File: src/rtl/seq_restoring_divider_pkg.sv
// Shared types and constants for the sequential restoring divider.
package seq_restoring_divider_pkg;

    // Controller states; the unused encoding 2'd3 falls back to IDLE.
    typedef enum logic [1:0] {
        IDLE = 2'd0,
        RUN  = 2'd1,
        DONE = 2'd2
    } state_t;

    localparam int DEFAULT_N = 8;

endpackage

File: src/rtl/seq_restoring_divider_if.sv
// Start/done handshake and operand/result bus of the divider.
interface seq_restoring_divider_if #(
    parameter int N = 8
);
    logic         start;
    logic [N-1:0] dividend;
    logic [N-1:0] divisor;
    logic         ready;
    logic         done;
    logic [N-1:0] quotient;
    logic [N-1:0] remainder;
    logic         div_by_zero;

    modport master (
        output start, dividend, divisor,
        input  ready, done, quotient, remainder, div_by_zero
    );

    modport slave (
        input  start, dividend, divisor,
        output ready, done, quotient, remainder, div_by_zero
    );
endinterface

File: src/rtl/seq_restoring_divider_sub_stage.sv
// Combinational W-bit subtractor a + ~b + 1 as a ripple of full-adder cells.
module sub_stage #(
    parameter int W = 9
) (
    input  logic [W-1:0] a,
    input  logic [W-1:0] b,
    output logic [W-1:0] diff,
    output logic         no_borrow
);
    logic [W-1:0] b_inv;
    logic [W:0]   carry;

    assign b_inv = ~b;

    // Ripple the carry through one full-adder cell per bit, seeded with 1.
    always_comb begin
        carry    = '0;
        diff     = '0;
        carry[0] = 1'b1;
        for (int i = 0; i < W; i++) begin
            diff[i]      = a[i] ^ b_inv[i] ^ carry[i];
            carry[i + 1] = (a[i] & b_inv[i]) | (carry[i] & (a[i] ^ b_inv[i]));
        end
    end

    assign no_borrow = carry[W];
endmodule

File: src/rtl/seq_restoring_divider.sv
// Multi-cycle unsigned divider, one quotient bit per cycle (restoring).
module seq_restoring_divider
    import seq_restoring_divider_pkg::*;
#(
    parameter int N = DEFAULT_N
) (
    input  logic                   clk,
    input  logic                   rst_n,
    seq_restoring_divider_if.slave bus
);
    localparam int CW = $clog2(N);
    localparam logic [CW-1:0] CNT_LAST = CW'(N - 1);

    state_t        state_q, state_d;
    logic [CW-1:0] cnt_q, cnt_d;
    logic [N-1:0]  q_q, q_d;
    logic [N-1:0]  d_q, d_d;
    // Partial remainder: its (N+1)-th bit is always zero after a step, so
    // only the low N bits are kept.
    logic [N-1:0]  r_q, r_d;
    logic          dbz_q, dbz_d;
    logic [N-1:0]  quot_q, quot_d;
    logic [N-1:0]  rem_q, rem_d;
    logic          dbz_out_q, dbz_out_d;

    logic [N:0]    trial;
    logic [N:0]    diff;
    logic          no_borrow;
    logic [N-1:0]  r_step;
    logic [N-1:0]  q_step;
    logic          diff_msb_unused;

    assign trial           = {r_q, q_q[N-1]};
    assign diff_msb_unused = diff[N];

    sub_stage #(.W(N + 1)) u_sub (
        .a         (trial),
        .b         ({1'b0, d_q}),
        .diff      (diff),
        .no_borrow (no_borrow)
    );

    // One shift-subtract step: keep the difference when it did not borrow.
    always_comb begin
        r_step = no_borrow ? diff[N-1:0] : trial[N-1:0];
        q_step = {q_q[N-2:0], no_borrow};
    end

    // Next-state logic for the controller, datapath and result registers.
    always_comb begin
        state_d   = state_q;
        cnt_d     = cnt_q;
        q_d       = q_q;
        d_d       = d_q;
        r_d       = r_q;
        dbz_d     = dbz_q;
        quot_d    = quot_q;
        rem_d     = rem_q;
        dbz_out_d = dbz_out_q;
        case (state_q)
            IDLE: begin
                if (bus.start) begin
                    state_d = RUN;
                    cnt_d   = CNT_LAST;
                    q_d     = bus.dividend;
                    d_d     = bus.divisor;
                    r_d     = '0;
                    dbz_d   = (bus.divisor == '0);
                end
            end
            RUN: begin
                q_d   = q_step;
                r_d   = r_step;
                cnt_d = cnt_q - 1'b1;
                if (cnt_q == '0) begin
                    state_d   = DONE;
                    quot_d    = q_step;
                    rem_d     = r_step;
                    dbz_out_d = dbz_q;
                end
            end
            DONE:    state_d = IDLE;
            default: state_d = IDLE;
        endcase
    end

    // State and datapath registers, cleared asynchronously.
    always_ff @(posedge clk or negedge rst_n) begin
        if (!rst_n) begin
            state_q   <= IDLE;
            cnt_q     <= '0;
            q_q       <= '0;
            d_q       <= '0;
            r_q       <= '0;
            dbz_q     <= 1'b0;
            quot_q    <= '0;
            rem_q     <= '0;
            dbz_out_q <= 1'b0;
        end else begin
            state_q   <= state_d;
            cnt_q     <= cnt_d;
            q_q       <= q_d;
            d_q       <= d_d;
            r_q       <= r_d;
            dbz_q     <= dbz_d;
            quot_q    <= quot_d;
            rem_q     <= rem_d;
            dbz_out_q <= dbz_out_d;
        end
    end

    assign bus.ready       = (state_q == IDLE);
    assign bus.done        = (state_q == DONE);
    assign bus.quotient    = quot_q;
    assign bus.remainder   = rem_q;
    assign bus.div_by_zero = dbz_out_q;
endmodule

File: src/flat_wrapper.sv
// flat-port wrapper written by rule: the top's interface ports become plain ports
module seq_restoring_divider_flat import seq_restoring_divider_pkg::*;
#(
    parameter int N = DEFAULT_N
)
  (clk, rst_n, bus_start, bus_dividend, bus_divisor, bus_ready, bus_done, bus_quotient, bus_remainder, bus_div_by_zero);
  seq_restoring_divider_if #(.N(N)) bus_i ();
  input  logic clk;
  input  logic rst_n;
  input wire logic [$bits(bus_i.start)-1:0] bus_start;
  input wire logic [$bits(bus_i.dividend)-1:0] bus_dividend;
  input wire logic [$bits(bus_i.divisor)-1:0] bus_divisor;
  output wire logic [$bits(bus_i.ready)-1:0] bus_ready;
  output wire logic [$bits(bus_i.done)-1:0] bus_done;
  output wire logic [$bits(bus_i.quotient)-1:0] bus_quotient;
  output wire logic [$bits(bus_i.remainder)-1:0] bus_remainder;
  output wire logic [$bits(bus_i.div_by_zero)-1:0] bus_div_by_zero;
  assign bus_i.start = bus_start;
  assign bus_i.dividend = bus_dividend;
  assign bus_i.divisor = bus_divisor;
  assign bus_ready = bus_i.ready;
  assign bus_done = bus_i.done;
  assign bus_quotient = bus_i.quotient;
  assign bus_remainder = bus_i.remainder;
  assign bus_div_by_zero = bus_i.div_by_zero;
  seq_restoring_divider #(.N(N)) u_core (.clk(clk), .rst_n(rst_n), .bus(bus_i));
endmodule
File: config.mk
export PLATFORM = sky130hd
export DESIGN_NAME = seq_restoring_divider_flat
export DESIGN_NICKNAME = d
export VERILOG_FILES = /design/src/rtl/seq_restoring_divider_pkg.sv /design/src/rtl/seq_restoring_divider_if.sv /design/src/rtl/seq_restoring_divider_sub_stage.sv /design/src/rtl/seq_restoring_divider.sv /design/src/flat_wrapper.sv
export SDC_FILE = /design/constraint.sdc
export NUM_CORES = 1
export LEC_CHECK = 0
export ABC_AREA = 0
export CORE_ASPECT_RATIO = 1.75
export CORE_MARGIN = 4
export CORE_UTILIZATION = 28
export CTS_BUF_LIST = sky130_fd_sc_hd__clkbuf_2 sky130_fd_sc_hd__clkbuf_4 sky130_fd_sc_hd__clkbuf_8
export CTS_CLUSTER_DIAMETER = 30
export CTS_CLUSTER_SIZE = 24
export DETAILED_ROUTE_END_ITERATION = 16
export PLACE_DENSITY = 0.56
export SYNTH_ARGS = -nofsm -noshare
export SYNTH_HDL_FRONTEND = slang
export SYNTH_SLANG_ARGS = --single-unit
File: constraint.sdc
create_clock -name clk -period 11.8 [get_ports clk]
set_clock_uncertainty 0.15 [all_clocks]
set_input_delay 1.18 -clock clk [delete_from_list [all_inputs] [get_ports clk]]
set_output_delay 1.18 -clock clk [all_outputs]
set_load 0.03 [all_outputs]
==> results.ini, run 1 <==
[cts]
clock_path_buffers=2
clk_pin_slew_worst_paths_ps=80
tritoncts=built
clkLatencyLatePin_ps=310
cts_buffers=5
cts_sinks=47
cts_setup_buffers=0
cts_root_buffer=clkbuf_8
cts_resized=0
htree_levels=2
cts_hold_buf=0

[place]
io_buffer_count=37
dp_slack_ps=6553
dp_hpwl_um=3326
dp.cells=323
routabilityCongestion=0.7752

[power_and_ir_drop]
seqPwrFrac=0.350
p_per_area_nw_per_um2=299.3
clock_power_share=0.117
switching_power_w=0.0003595
swShare=0.4277
leakage_nw=1.236
vdd_drop_max_mv=0.08091
p_comb_frac=0.533
p_int_w=0.0004810

[detailed_routing]
drt_iter0_markers=74
finalWirelength_um=4660
vias_per_cell=4.782
wl_per_cell_um=14.08
drc=0
via_count=1583
ant_nets=0
dr.pass1.iters=4

[timing]
fmax_mhz=192.1
finalMaxSlewViolations=0
relSlewSlack=0.2487
setup_ws_ps=6593
finalCritPeriodShare=0.4413
hold_ws_ps=335.8
fin_crit_ps=5207
tightestPinTransition_ps=1125
setup_tns_ps=0
finalHoldViolCount=0
rsz0062_at_grt=false
finalSetupViolCount=0

[final_layout]
syn_to_final_growth_pct=21.36
finalNonFillerCells=331
n_antenna_cell=0
nets=269
drive_above_1_share=0.1328
final_common_cell=dfrtp_1
fin_util=0.3502
final_cell_mix=47 x dfrtp_1, 36 x clkdlybuf4s50_1, 25 x nand2_1, 18 x o21ai_0, 16 x inv_1

[synth]
synth_top_area_share=0.5084
synthCells=206
yosysTopAreaCell=dfrtp_1
syn_nets=235
ys_types=31
synthesis.area_um2=2313
ys_ff_latch=47
syn_area_per_cell_um2=11.23
ys_warn_count=0
netlist_top_cells_area=dfrtp_1 51%, fa_1 6.1%, mux2_4 4.5%
ys_seq_area_frac=0.5084

[global_route]
grt_use_total=0.1041
grt_pass1_wl_um=8100
grt_pass1_vias=1681
grt_use_met1=0.1195
grt_start_max_net_pins=48
use_met2=0.1768
antenna_found_initial=0
grt.overflow.total=0
grt_busiest_layer=met2
use_met3=0.02250

[floorplanning]
ioPinCount=38
core_um2=8016
placement_rows=43
die-area_um2=9838
die_w_um=76.71
initial_core_util=0.2886
fp.dieH_um=128.2

[worst_setup_path]
critPathArrivalTime_ps=5200
rrSetupSlack_ps=6590
endpoint=u_core.r_q[6]
rr_endpoint=u_core.r_q[6]
crit_path_start_kind=register
crit_type=register to register
rr_worst_depth=14
crit_chain=inv_1 > ha_1 > inv_1 > fa_1 > fa_1 > fa_1 > fa_1 > fa_1 > fa_1 > inv_1 > fa_1 > nor2b_1 > mux2i_1 > o22ai_1
cp_common_cell=fa_1
critPathMaxStageDelay_ps=880
slowest_stage=nor2b_1
required_ps=11790
setup.worst_path.end_class=register
startpoint=u_core.q_q[7]
r2r-start=u_core.q_q[7]
crit_fanout=11

[worst_hold_path]
hp-class=register to register

[run_status]
run_status=finished clean

[flow_run]
maxCapViolations=0

-- area by class of cell --
class                   instances  area, um2
fillers                       819       5209
flip-flops and latches         47       1176
multi-input cells             131      989.7
repair buffers                 39      380.4
well taps                      90      112.6
clock buffers                   6      76.32
inverters                      16      60.06
clock inverters                 2      12.51
-- power groups by stage --
stage / sequential [W] / combinational, W / clock, W
2_1_floorplan: 0.000330 / 0.000302 / 0
3_3_place_gp: 0.000297 / 0.000448 / 0
3_5_place_dp: 0.000299 / 0.000457 / 0
4_1_cts: 0.000296 / 0.000457 / 0.000105
5_1_grt: 0.000307 / 0.000503 / 0.000110
6_report: 0.000294 / 0.000448 / 0.0000987
-- critical path, delay by kind of cell, from the launching register on --
family,cells,cell delay (ps)
adder cells (fa/ha/maj),8,2900
AND/OR/NAND/NOR,1,880
multiplexers,1,410
flip-flops,1,380
buffers and inverters,3,190
AO/OA/AOI/OAI,1,120
-- layer usage --
metal / part of all wire / vias to the layer above
met4: 0.029 / 0
met5: 0 / -
li1: - / 772
met3: 0.033 / 8
met2: 0.50 / 29
met1: 0.44 / 774
-- sequential cells by signal, indices dropped and copies added, names as in the netlist --
name                    flops
u_core.bus.quotient         8
u_core.bus.remainder        8
u_core.d_q                  8
u_core.cnt_q                3
u_core.bus.div_by_zero      1
u_core.state_q              2
u_core.q_q                  8
u_core.r_q                  8
u_core.dbz_q                1
-- synthesized netlist by cell type --
cell type and instances:
mux2i_1 7, clkbuf_1 3, mux2_4 7, nand2_1 25
o22ai_1 8, buf_4 5, and3_1 1, and2b_2 1
nand4bb_1 1, nor4_1 2, mux2_2 3, dfrtp_1 47
o21ai_2 9, fa_1 7, nor3b_4 1, ha_1 3
o21ai_1 1, buf_6 3, inv_1 16, nor2b_1 10
buf_2 1, a21o_1 1, nand2b_1 2, a22oi_1 6
o21ai_0 18, nand3_1 1, nor2_1 2, o21bai_1 2
a21oi_1 11, and3b_1 1, a2bb2oi_1 1
-- stage by stage --
step	power, W	area, um2
after floorplan	0.0006315	2313
after global placement	0.0007449	2719
after detailed placement	0.0007559	2719
after CTS	0.0008584	2808
after global routing	0.0009198	2808
final	0.0008405	2808
-- worst min-delay path by stage --
stage,depth (start not counted),slack [ps],endpoint,from
2_1_floorplan,2,300,u_core.q_q[7],u_core.q_q[7]
3_3_place_gp,2,320,u_core.bus.remainder[7],u_core.bus.remainder[7]
3_5_place_dp,2,330,u_core.bus.remainder[1],u_core.bus.remainder[1]
4_1_cts,2,350,u_core.bus.remainder[1],u_core.bus.remainder[1]
5_1_grt,2,360,u_core.bus.div_by_zero,u_core.bus.div_by_zero
6_report,2,340,u_core.bus.remainder[7],u_core.bus.remainder[7]
-- cell families after synthesis --
family	after synthesis	synth area share
AO/OA/AOI/OAI	57	0.1536
multiplexers	17	0.09032
flip-flops	47	0.5084
adder cells (fa/ha/maj)	10	0.07680
buffers and inverters	28	0.06382
AND/OR/NAND/NOR	47	0.1071
No activity file was read; power rests on OpenSTA's default activity.
==> run 2, diff against run 1 <==
--- a/config.mk
+++ b/config.mk
@@ -13,7 +13,7 @@
 export CTS_CLUSTER_DIAMETER = 30
 export CTS_CLUSTER_SIZE = 24
 export DETAILED_ROUTE_END_ITERATION = 16
-export PLACE_DENSITY = 0.56
+export PLACE_DENSITY = 0.58
 export SYNTH_ARGS = -nofsm -noshare
 export SYNTH_HDL_FRONTEND = slang
 export SYNTH_SLANG_ARGS = --single-unit
==> constraint.sdc (replaced) <==
create_clock -name clk -period 4.4 [get_ports clk]
set_clock_uncertainty 0.15 [all_clocks]
set_input_delay 0.44 -clock clk [delete_from_list [all_inputs] [get_ports clk]]
set_output_delay 0.44 -clock clk [all_outputs]
set_load 0.03 [all_outputs]
==> run 2 against run 1 <==
- fmax grew 23%
- design area grew 7.1%
- die area is the same
- power grew to 3.3 times the previous value
- critical path type unchanged
- critical path depth grew 1
- sequential power grew to 2.7 times the previous value
- global-route usage is essentially flat
- via count grew 1.9%
- count of clock-buffer cells in the layout shrank 1
- sequential share of layout area shrank 2.8 points
==> results.ini, run 2 (synthesized netlist as in run 1, its figures left out) <==
[power_and_ir_drop]
p_per_area_nw_per_um2=918.4  ; was 299.3 nW/um2
vdd_drop_max_mv=0.2618  ; was 0.08091 mV
leakage_nw=1.290  ; was 1.236 nW

[place]
routabilityCongestion=0.7656  ; was 0.7752
io_buffer_count=37  ; unchanged
placed_cell_area_um2=2726  ; was 2719 um2
dp_hpwl_um=3324  ; was 3326 um

[detailed_routing]
ant_nets=0  ; unchanged
drt_iter0_markers=93  ; was 74
vias_per_cell=4.801  ; was 4.782
drc=0  ; unchanged
wl_per_cell_um=14.52  ; was 14.08 um
dr.pass1.iters=4  ; unchanged
via_count=1613  ; was 1583
finalWirelength_um=4878  ; was 4660 um

[worst_setup_path]
rrSetupSlack_ps=150  ; was 6590 ps
critPathMaxStageDelay_ps=410  ; was 880 ps
required_ps=4470  ; was 11790 ps
crit_type=register to register  ; unchanged
critPathArrivalTime_ps=4320  ; was 5200 ps
slowest_stage=dfrtp_1  ; was nor2b_1
crit_path_start_kind=register  ; unchanged
cp_common_cell=fa_2  ; was fa_1
setup.worst_path.end_class=register  ; unchanged
crit_fanout=6  ; was 11
crit_chain=inv_2 > ha_2 > inv_1 > fa_2 > fa_2 > fa_2 > fa_2 > fa_2 > fa_1 > inv_1 > fa_2 > nor2b_4 > buf_12 > mux2_4 > o22ai_2  ; was inv_1 > ha_1 > inv_1 > fa_1 > fa_1 > fa_1 > fa_1 > fa_1 > fa_1 > inv_1 > fa_1 > nor2b_1 > mux2i_1 > o22ai_1

[cts]
htree_levels=2  ; unchanged
clock_path_buffers=2  ; unchanged
tritoncts=built  ; unchanged
cts_root_buffer=clkbuf_8  ; unchanged
cts_buffers=5  ; unchanged
clk_pin_slew_worst_paths_ps=90  ; was 80 ps
clkLatencyLatePin_ps=310  ; about the same
cts_sinks=47  ; unchanged

[floorplanning]
initial_core_util=0.2886  ; unchanged
die-area_um2=9838  ; unchanged
fp.dieH_um=128.2  ; unchanged
die_w_um=76.71  ; unchanged
ioPinCount=38  ; unchanged
core_um2=8016  ; unchanged
placement_rows=43  ; unchanged

[global_route]
grt.overflow.total=0  ; unchanged
grt_use_total=0.1043  ; was 0.1041
grt_pass1_vias=1621  ; was 1681
grt_start_max_net_pins=48  ; unchanged
grt_pass1_wl_um=8142  ; was 8100 um
antenna_found_initial=0  ; unchanged

[final_layout]
syn_to_final_growth_pct=29.96  ; was 21.36%
nets=274  ; was 269
final_common_cell=dfrtp_1  ; unchanged
design_area_um2=3007  ; was 2808 um2
drive_above_1_share=0.2154  ; was 0.1328
n_antenna_cell=0  ; unchanged
final_cell_mix=47 x dfrtp_1, 36 x clkdlybuf4s50_1, 25 x nand2_1, 18 x o21ai_0, 15 x inv_1  ; was 47 x dfrtp_1, 36 x clkdlybuf4s50_1, 25 x nand2_1, 18 x o21ai_0, 16 x inv_1

[timing]
finalSetupViolCount=0  ; unchanged
relSlewSlack=0.2935  ; was 0.2487
tightestPinTransition_ps=1060  ; was 1125 ps
fmax_mhz=235.4  ; was 192.1 MHz
hold_ws_ps=161.0  ; was 335.8 ps
finalCritPeriodShare=0.9654  ; was 0.4413
finalMaxSlewViolations=0  ; unchanged
rsz0062_at_grt=false  ; unchanged
setup_tns_ps=0  ; unchanged
finalHoldViolCount=0  ; unchanged
fin_crit_ps=4248  ; was 5207 ps

[flow_run]
maxCapViolations=0  ; unchanged

[run_status]
run_status=finished clean  ; unchanged

[worst_hold_path]
hp-class=input pin to async pin  ; was register to register

## run 2: cell type report
cell class / instances / area, um2
sequential: 47 / 1176
clock inverter: 3 / 67.56
clock buffer: 5 / 68.82
tap: 90 / 112.6
inverter: 16 / 60.06
fill: 796 / 5010
timing repair buffer: 44 / 430.4
multi-input combinational: 131 / 1091
## run 2: worst max-delay path: cells and delay by family, from the launching register on
kind / cells / cell delay (ps)
simple gates: 1 / 190
mux: 1 / 320
buf+inv: 4 / 360
flops: 1 / 410
compound gates: 1 / 150
fa+ha+maj: 8 / 2590
## run 2: path summary, 6_finish.rpt
check	endpoint	start	depth (start not counted)
min in group clk	u_core.bus.remainder[7]	u_core.bus.remainder[7]	2
max in group asynchronous	u_core.q_q[2]	rst_n	1
max reg2reg	u_core.r_q[0]	u_core.q_q[7]	15
min	u_core.bus.quotient[7]	rst_n	1
max	u_core.r_q[0]	u_core.q_q[7]	15
min reg2reg	u_core.bus.remainder[7]	u_core.bus.remainder[7]	2
## run 2: through the flow
step,cells,setup WS [ps],util,total power (W)
2_1_floorplan,206,27.34,-,0.001694
4_1_cts,335,23.76,0.3623,0.002505
5_1_grt,336,3.924,0.3751,0.002964
3_5_place_dp,324,-223.3,0.3401,0.002053
3_3_place_gp,324,-157.4,0.3401,0.002018
6_report,336,152.3,0.3751,0.002761
## run 2: routing by layer
metal / routed length (um) / global-route usage / vias up
met5: 0 / 0 / -
met4: 142 / 0.05763 / 0
met3: 155 / 0.02110 / 9
met2: 2516 / 0.1778 / 33
met1: 2063 / 0.1218 / 790
li1: - / - / 781
## run 2: power breakdown
group / internal, W / switching, W / total, W
clock network: 0.000227 / 0.000152 / 0.000378
logic: 0.000799 / 0.000775 / 0.00157
registers: 0.000634 / 0.000174 / 0.000808
total: 0.00166 / 0.00110 / 0.00276
## run 2: timing repair
| item | in CTS | in global routing |
|---|---|---|
| cloned | 1 | 0 |
| pin swaps | 0 | 2 |
| endpoints found under the setup margin | 15 | 17 |
| hold buffers | 0 | 0 |
| setup buffers | 2 | 1 |
| gates resized for setup | 7 | 20 |
